==> src/rtl/shake_arbiter_if.sv <==
// Bundle of requester-side and sponge-side signals around shake_arbiter.
// The arbiter uses the slave modport; the environment (requesters + sponge) uses master.
interface shake_arbiter_if #(
    parameter int NREQ          = 3,
    parameter int DATA_IN_BITS  = 64,
    parameter int DATA_OUT_BITS = 64
);
    localparam int LL_W = $clog2(DATA_IN_BITS) + 1;

    logic [NREQ-1:0]              req;
    logic [NREQ-1:0]              rel;
    logic [NREQ-1:0]              gnt;
    logic [NREQ*DATA_IN_BITS-1:0] r_data_in;
    logic [NREQ-1:0]              r_in_valid;
    logic [NREQ-1:0]              r_in_last;
    logic [NREQ-1:0]              r_out_ready;
    logic [NREQ-1:0]              r_absorb_next;
    logic [NREQ*LL_W-1:0]         r_last_len;
    logic [DATA_OUT_BITS-1:0]     r_data_out;
    logic [NREQ-1:0]              r_out_valid;
    logic [NREQ-1:0]              r_in_ready;
    logic [DATA_IN_BITS-1:0]      shake_data_in;
    logic                         in_valid;
    logic                         in_last;
    logic                         out_ready;
    logic [LL_W-1:0]              last_len;
    logic                         shake_rst;
    logic [DATA_OUT_BITS-1:0]     shake_data_out;
    logic                         out_valid;
    logic                         in_ready;
    logic                         busy;

    modport slave (
        input  req, rel, r_data_in, r_in_valid, r_in_last, r_out_ready,
               r_absorb_next, r_last_len, shake_data_out, out_valid, in_ready,
        output gnt, r_data_out, r_out_valid, r_in_ready, shake_data_in,
               in_valid, in_last, out_ready, last_len, shake_rst, busy
    );

    modport master (
        output req, rel, r_data_in, r_in_valid, r_in_last, r_out_ready,
               r_absorb_next, r_last_len, shake_data_out, out_valid, in_ready,
        input  gnt, r_data_out, r_out_valid, r_in_ready, shake_data_in,
               in_valid, in_last, out_ready, last_len, shake_rst, busy
    );
endinterface

==> src/rtl/shake_arbiter.sv <==
// Shares one SHAKE sponge among NREQ requesters; each grant is preceded by a one-cycle sponge flush.
// Define SHAKE_ARB_RR_EN for round-robin arbitration; otherwise the lowest requesting index wins.
module shake_arbiter #(
    parameter int NREQ          = 3,
    parameter int DATA_IN_BITS  = 64,
    parameter int DATA_OUT_BITS = 64
) (
    input  logic            clk,
    input  logic            rst,
    shake_arbiter_if.slave  bus
);
    localparam int IDX_W = (NREQ > 1) ? $clog2(NREQ) : 1;
    localparam int LL_W  = $clog2(DATA_IN_BITS) + 1;

    typedef enum logic [1:0] {
        IDLE  = 2'd0,
        FLUSH = 2'd1,
        GRANT = 2'd2
    } state_t;

    state_t                   state_r;
    state_t                   state_s;
    logic [IDX_W-1:0]         winner_r;
    logic [IDX_W-1:0]         pick_s;
    logic                     pick_vld_s;
    logic                     win_req_s;
    logic                     win_rel_s;
    logic                     rst_hold_r;
    logic [NREQ-1:0]          gnt_r;
    logic                     busy_r;
    logic [DATA_IN_BITS-1:0]  data_in_s;
    logic                     in_valid_s;
    logic                     in_last_s;
    logic                     out_ready_s;
    logic [LL_W-1:0]          last_len_s;
    logic                     shake_rst_s;
    logic [NREQ-1:0]          r_out_valid_s;
    logic [NREQ-1:0]          r_in_ready_s;

`ifdef SHAKE_ARB_RR_EN
    logic [IDX_W-1:0] ptr_r;

    // Circular search for the first requester at or after the pointer
    always_comb begin
        int raw;
        int idx;
        raw        = 0;
        idx        = 0;
        pick_s     = '0;
        pick_vld_s = 1'b0;
        for (int k = NREQ - 1; k >= 0; k--) begin
            raw        = int'(ptr_r) + k;
            idx        = (raw >= NREQ) ? raw - NREQ : raw;
            pick_s     = bus.req[idx] ? IDX_W'(idx) : pick_s;
            pick_vld_s = pick_vld_s | bus.req[idx];
        end
    end

    // Pointer moves just past the winner as the flush starts
    always_ff @(posedge clk or negedge rst) begin
        if (!rst) begin
            ptr_r <= '0;
        end else if (state_r == IDLE && pick_vld_s) begin
            ptr_r <= (int'(pick_s) == NREQ - 1) ? '0 : pick_s + 1'b1;
        end
    end
`else
    // Fixed priority: scan high to low so the lowest requesting index is kept
    always_comb begin
        pick_s     = '0;
        pick_vld_s = 1'b0;
        for (int k = NREQ - 1; k >= 0; k--) begin
            pick_s     = bus.req[k] ? IDX_W'(k) : pick_s;
            pick_vld_s = pick_vld_s | bus.req[k];
        end
    end
`endif

    // Current winner's own req/rel, so other requesters cannot end the grant
    always_comb begin
        win_req_s = 1'b0;
        win_rel_s = 1'b0;
        for (int i = 0; i < NREQ; i++) begin
            win_req_s = (winner_r == IDX_W'(i)) ? bus.req[i] : win_req_s;
            win_rel_s = (winner_r == IDX_W'(i)) ? bus.rel[i] : win_rel_s;
        end
    end

    // Next-state logic
    always_comb begin
        state_s = state_r;
        case (state_r)
            IDLE:    state_s = pick_vld_s ? FLUSH : IDLE;
            FLUSH:   state_s = GRANT;
            GRANT:   state_s = (win_rel_s || !win_req_s) ? IDLE : GRANT;
            default: state_s = IDLE;
        endcase
    end

    // State, winner latch and registered grant/busy; rst_hold keeps the sponge in reset until the first edge
    always_ff @(posedge clk or negedge rst) begin
        if (!rst) begin
            state_r    <= IDLE;
            winner_r   <= '0;
            gnt_r      <= '0;
            busy_r     <= 1'b0;
            rst_hold_r <= 1'b1;
        end else begin
            state_r    <= state_s;
            rst_hold_r <= 1'b0;
            busy_r     <= (state_s != IDLE);
            gnt_r      <= (state_s == GRANT) ? (NREQ'(1) << winner_r) : '0;
            if (state_r == IDLE && pick_vld_s) begin
                winner_r <= pick_s;
            end
        end
    end

    // Sponge-side mux: only the winner's controls reach the sponge, and only during GRANT
    always_comb begin
        data_in_s     = '0;
        in_valid_s    = 1'b0;
        in_last_s     = 1'b0;
        out_ready_s   = 1'b0;
        last_len_s    = '0;
        r_out_valid_s = '0;
        r_in_ready_s  = '0;
        shake_rst_s   = rst_hold_r;
        case (state_r)
            IDLE:  shake_rst_s = rst_hold_r;
            FLUSH: shake_rst_s = 1'b1;
            GRANT: begin
                for (int i = 0; i < NREQ; i++) begin
                    data_in_s        = (winner_r == IDX_W'(i)) ? bus.r_data_in[i*DATA_IN_BITS +: DATA_IN_BITS] : data_in_s;
                    in_valid_s       = (winner_r == IDX_W'(i)) ? bus.r_in_valid[i]    : in_valid_s;
                    in_last_s        = (winner_r == IDX_W'(i)) ? bus.r_in_last[i]     : in_last_s;
                    out_ready_s      = (winner_r == IDX_W'(i)) ? bus.r_out_ready[i]   : out_ready_s;
                    last_len_s       = (winner_r == IDX_W'(i)) ? bus.r_last_len[i*LL_W +: LL_W] : last_len_s;
                    shake_rst_s      = (winner_r == IDX_W'(i)) ? bus.r_absorb_next[i] : shake_rst_s;
                    r_out_valid_s[i] = (winner_r == IDX_W'(i)) & bus.out_valid;
                    r_in_ready_s[i]  = (winner_r == IDX_W'(i)) & bus.in_ready;
                end
            end
            default: shake_rst_s = 1'b1;
        endcase
    end

    assign bus.gnt           = gnt_r;
    assign bus.busy          = busy_r;
    assign bus.shake_rst     = shake_rst_s;
    assign bus.shake_data_in = data_in_s;
    assign bus.in_valid      = in_valid_s;
    assign bus.in_last       = in_last_s;
    assign bus.out_ready     = out_ready_s;
    assign bus.last_len      = last_len_s;
    assign bus.r_out_valid   = r_out_valid_s;
    assign bus.r_in_ready    = r_in_ready_s;
    assign bus.r_data_out    = bus.shake_data_out[DATA_OUT_BITS-1:0];
endmodule

==> src/flat_wrapper.sv <==
// flat-port wrapper written by rule: the top's interface ports become plain ports
module shake_arbiter_flat 
#(
    parameter int NREQ          = 3,
    parameter int DATA_IN_BITS  = 64,
    parameter int DATA_OUT_BITS = 64
)
  (clk, rst, bus_req, bus_rel, bus_r_data_in, bus_r_in_valid, bus_r_in_last, bus_r_out_ready, bus_r_absorb_next, bus_r_last_len, bus_shake_data_out, bus_out_valid, bus_in_ready, bus_gnt, bus_r_data_out, bus_r_out_valid, bus_r_in_ready, bus_shake_data_in, bus_in_valid, bus_in_last, bus_out_ready, bus_last_len, bus_shake_rst, bus_busy);
  shake_arbiter_if #(.NREQ(NREQ), .DATA_IN_BITS(DATA_IN_BITS), .DATA_OUT_BITS(DATA_OUT_BITS)) bus_i ();
  input  logic clk;
  input  logic rst;
  input wire logic [$bits(bus_i.req)-1:0] bus_req;
  input wire logic [$bits(bus_i.rel)-1:0] bus_rel;
  input wire logic [$bits(bus_i.r_data_in)-1:0] bus_r_data_in;
  input wire logic [$bits(bus_i.r_in_valid)-1:0] bus_r_in_valid;
  input wire logic [$bits(bus_i.r_in_last)-1:0] bus_r_in_last;
  input wire logic [$bits(bus_i.r_out_ready)-1:0] bus_r_out_ready;
  input wire logic [$bits(bus_i.r_absorb_next)-1:0] bus_r_absorb_next;
  input wire logic [$bits(bus_i.r_last_len)-1:0] bus_r_last_len;
  input wire logic [$bits(bus_i.shake_data_out)-1:0] bus_shake_data_out;
  input wire logic [$bits(bus_i.out_valid)-1:0] bus_out_valid;
  input wire logic [$bits(bus_i.in_ready)-1:0] bus_in_ready;
  output wire logic [$bits(bus_i.gnt)-1:0] bus_gnt;
  output wire logic [$bits(bus_i.r_data_out)-1:0] bus_r_data_out;
  output wire logic [$bits(bus_i.r_out_valid)-1:0] bus_r_out_valid;
  output wire logic [$bits(bus_i.r_in_ready)-1:0] bus_r_in_ready;
  output wire logic [$bits(bus_i.shake_data_in)-1:0] bus_shake_data_in;
  output wire logic [$bits(bus_i.in_valid)-1:0] bus_in_valid;
  output wire logic [$bits(bus_i.in_last)-1:0] bus_in_last;
  output wire logic [$bits(bus_i.out_ready)-1:0] bus_out_ready;
  output wire logic [$bits(bus_i.last_len)-1:0] bus_last_len;
  output wire logic [$bits(bus_i.shake_rst)-1:0] bus_shake_rst;
  output wire logic [$bits(bus_i.busy)-1:0] bus_busy;
  assign bus_i.req = bus_req;
  assign bus_i.rel = bus_rel;
  assign bus_i.r_data_in = bus_r_data_in;
  assign bus_i.r_in_valid = bus_r_in_valid;
  assign bus_i.r_in_last = bus_r_in_last;
  assign bus_i.r_out_ready = bus_r_out_ready;
  assign bus_i.r_absorb_next = bus_r_absorb_next;
  assign bus_i.r_last_len = bus_r_last_len;
  assign bus_i.shake_data_out = bus_shake_data_out;
  assign bus_i.out_valid = bus_out_valid;
  assign bus_i.in_ready = bus_in_ready;
  assign bus_gnt = bus_i.gnt;
  assign bus_r_data_out = bus_i.r_data_out;
  assign bus_r_out_valid = bus_i.r_out_valid;
  assign bus_r_in_ready = bus_i.r_in_ready;
  assign bus_shake_data_in = bus_i.shake_data_in;
  assign bus_in_valid = bus_i.in_valid;
  assign bus_in_last = bus_i.in_last;
  assign bus_out_ready = bus_i.out_ready;
  assign bus_last_len = bus_i.last_len;
  assign bus_shake_rst = bus_i.shake_rst;
  assign bus_busy = bus_i.busy;
  shake_arbiter #(.NREQ(NREQ), .DATA_IN_BITS(DATA_IN_BITS), .DATA_OUT_BITS(DATA_OUT_BITS)) u_core (.clk(clk), .rst(rst), .bus(bus_i));
endmodule
==> config.mk <==
export PLATFORM = sky130hd
export DESIGN_NAME = shake_arbiter_flat
export DESIGN_NICKNAME = d
export VERILOG_FILES = /design/src/rtl/shake_arbiter_if.sv /design/src/rtl/shake_arbiter.sv /design/src/flat_wrapper.sv
export SDC_FILE = /design/constraint.sdc
export NUM_CORES = 1
export LEC_CHECK = 0
export CORE_AREA = 2 2 175 177
export DETAILED_ROUTE_END_ITERATION = 10
export DIE_AREA = 0 0 177 179
export PLACE_DENSITY_LB_ADDON = 0.1
export SYNTH_ARGS = -nofsm -noshare
export SYNTH_HDL_FRONTEND = slang
export SYNTH_SLANG_ARGS = --single-unit
==> constraint.sdc <==
create_clock -name clk -period 4.1 [get_ports clk]
set_clock_uncertainty 0.2 [all_clocks]
set_input_delay 0.82 -clock clk [delete_from_list [all_inputs] [get_ports clk]]
set_output_delay 0.82 -clock clk [all_outputs]
set_load 0.02 [all_outputs]
==> impl_summary.md <==
Job
Across the run, the number of max-cap violations was 0.

Clocking
The clock-pin slew on the worst setup and hold paths is around 40 ps. Once the clock tree was built, the resizer swapped 0 gates to a different size. For the worst-skew pair, the clock arrives at the later sink with an insertion delay of 230 ps. Counting along the longest clock path gives a buffer depth of 2. The root buffer cell chosen for the clock tree is clkbuf_16. The hold buffer count at CTS is 0. Buffers added to address setup during post-CTS repair amount to 0. TritonCTS built the clock tree.

The TritonCTS buffer count is 3. Clock tree synthesis found a total of 9 sinks. The deepest level of the CTS H-tree is 1.

Timing
The count of final max-slew check failures is 0. The final hold violation count came to 0. At the pin with the least slew margin, the transition time is 878.9 ps. The total negative slack is 0 ps.

Setup violations remaining at the end of the flow were counted as 0. Subtracting the final worst setup slack from the clock period gives 3554 ps. Derived from the worst setup path, the maximum achievable clock frequency is about 280 MHz. Setup repair after global routing left no endpoint under its margin.

Measured against its own limit, the worst slew margin works out to 41.41%. The worst path uses 86.69% of the clock period.

Route
The number of violations reported at the end of detailed-routing iteration 0 is 87. In the routed layout, each cell is associated on average with a via count of 3.709. After detailed routing, the average wire length per cell comes to 16.32 um.

Across all layers, the routed design uses 3694 vias. The detailed-route DRC error count is 0. The sum of routed wire length over all layers is 16.26 mm. The first TritonRoute pass finished after 4 iterations. The post-detailed-route count of antenna-violating nets is 0.

Floorplanning
The vertical die dimension is 179 um. The initial utilization of the core area, before any placement, comes to 9.546%. The I/O pin total is about 450. The core region is about 0.03 mm2. The cell row count is 64. The die is 177 um wide.

The die footprint is 0.03168 mm2.

Power
The cell area power density is 467.0 mW/mm2. After layout, the design draws a total of 0.002830 W. The analysis attributes to cell leakage a power of between 2 and 2.5 nW.

The peak ir drop on the vdd network is around 0.18 mV.

Cells and area
The diode insertion count for antenna repair is 0. The net count of the finished layout is 900. The post-route netlist has 3.333% of its cells at a drive strength greater than 1.

The library cell used most frequently in the layout, excluding fill and tap cells, is clkdlybuf4s50_1. The top cell types in the final layout, fill and taps aside, are 317 x clkdlybuf4s50_1, 77 x nor2_1, 76 x mux2i_1. The share of the core filled with cells is slightly above 20%. The finished layout holds 996 standard cells, fillers aside. From synthesis to final layout, the design area changed by 111.4%.

Global route
The via count of the first global-routing pass was 3967. Entering global routing, the biggest net connects 58 pins. Across every metal layer, demand over resource in global routing totals a little under a tenth.

The total global routing overflow is 0. The first global-routing pass estimated 22.95 mm of wire. The initial antenna violation count is 0.

Critical path
Along the worst path, the maximum fanout reaches 1. The sort of element at the start of the critical path is an input port. The arrival time of data at the critical path endpoint is around 2500 ps. The type of the worst setup path is in2out.

At the worst endpoint, the required time is just over 3000 ps. The worst setup path is captured at a primary output.

Synth
Among all flip-flop cells after synthesis, the most frequent one is dfrtp_1. The number of enable-type register cells in the synthesized netlist is 0. The share of the Yosys chip area taken by registers is 7.900%. The number of synthesis warnings is 0. In this run, synthesis produced a sequential element count of 9. Counting every net in the synthesized netlist gives 669. The synthesized area per cell is between 7 and 8 um2.

Synthesis instantiated 35 different standard cells from the library. The count of mapped cells out of synthesis is 370. The share of async-settable or async-resettable flops after synthesis is between 90% and 100%. The netlist area before placement is ~0.0029 mm2.

Placed design
Routability-driven placement finished with a final weighted congestion of 0.7167. The sum of net half-perimeters after detailed placement is about 13 mm. The number of buffer cells added on primary ports is 319. In this run, placement finished with an instance count of 992.

Status
The run finished with clean final reports.

Min path
The worst hold path belongs to the class reg2reg.
[worst max-delay path: stages]
cell and delay [ps]:
clkdlybuf4s50_1 410, mux4_2 470, a211o_1 300, clkdlybuf4s50_1 540
[synth_stat cells (2+ instances only)]
cell       count  area [um2]
dfrtp_1        8       200.2
buf_1          4       15.01
buf_2          7       35.03
clkbuf_1      16       60.06
and3_1         4       25.02
a2bb2oi_1     74       648.1
nor2b_1        2       12.51
o31ai_1        3       22.52
inv_1          2       7.510
mux2i_1       76       760.7
buf_4         66       495.5
nor3b_1        2       15.01
nor2_1        77       289.0
o21ai_0        2       10.01
buf_6          7       78.83
[layer usage]
| layer | vias up | wire (um) | part of all wire (%) | GRT usage, % |
|---|---|---|---|---|
| li1 | 1739 | - | - | - |
| met1 | 1708 | 5910 | 36 | 9.688 |
| met2 | 229 | 8569 | 53 | 18.51 |
| met3 | 18 | 1593 | 9.8 | 2.714 |
| met4 | 0 | 182 | 1.1 | 1.446 |
| met5 | - | 0 | 0 | 0 |
[per-stage QoR]
stage          worst slack, ps  cell area (um2)  hold slack (ps)
2_1_floorplan             1453             2867            324.4
3_3_place_gp             550.0             5982            514.7
3_5_place_dp             553.3             5982            503.3
4_1_cts                  500.6             6061            506.6
5_1_grt                  441.2             6061            516.3
6_report                 545.6             6061            495.9
[kinds of logic (layout without fill, tap and decap cells)]
logic type	Yosys count	count (layout)	share of synthesized area (%)
buf+inv	102	332	24.14
mux	77	77	27.32
other cells	1	1	0.1308
compound gates	87	87	25.97
simple gates	94	94	14.54
flops	9	9	7.901
[path summary, 6_finish.rpt]
kind                                      start           endpoint  slack (ps)  depth (start not counted)
max in group asynchronous                   rst  u_core.rst_hold_r        2700                          1
min in group asynchronous                   rst  u_core.bus.gnt[0]         680                          1
max reg2reg                   u_core.state_r[1]    u_core.bus.busy        2200                          3
min reg2reg                  u_core.winner_r[0]  u_core.bus.gnt[2]         500                          1
min                          u_core.winner_r[0]  u_core.bus.gnt[2]         500                          1
max                        bus_r_absorb_next[2]      bus_shake_rst         550                          4
[final cells by class]
cell class,count,area (um2)
inverters,2,7.507
flip-flops and latches,9,231.5
multi-input cells,259,1957
repair buffers,326,3291
clock buffers,4,78.83
fillers,3322,23970
well taps,396,495.5
[where the power goes]
| group | leakage, nW | switching [W] | internal [W] |
|---|---|---|---|
| registers | 0.110 | 0.0000750 | 0.000126 |
| clock network | 0.0382 | 0.0000383 | 0.000130 |
| logic | 2.06 | 0.00121 | 0.00125 |
[state kept, by name (all words and copies together), names as in the netlist]
signal	flops
u_core.state_r	2
u_core.bus.busy	1
u_core.bus.gnt	3
u_core.winner_r	2
u_core.rst_hold_r	1
No activity file was read; power rests on OpenSTA's default activity.
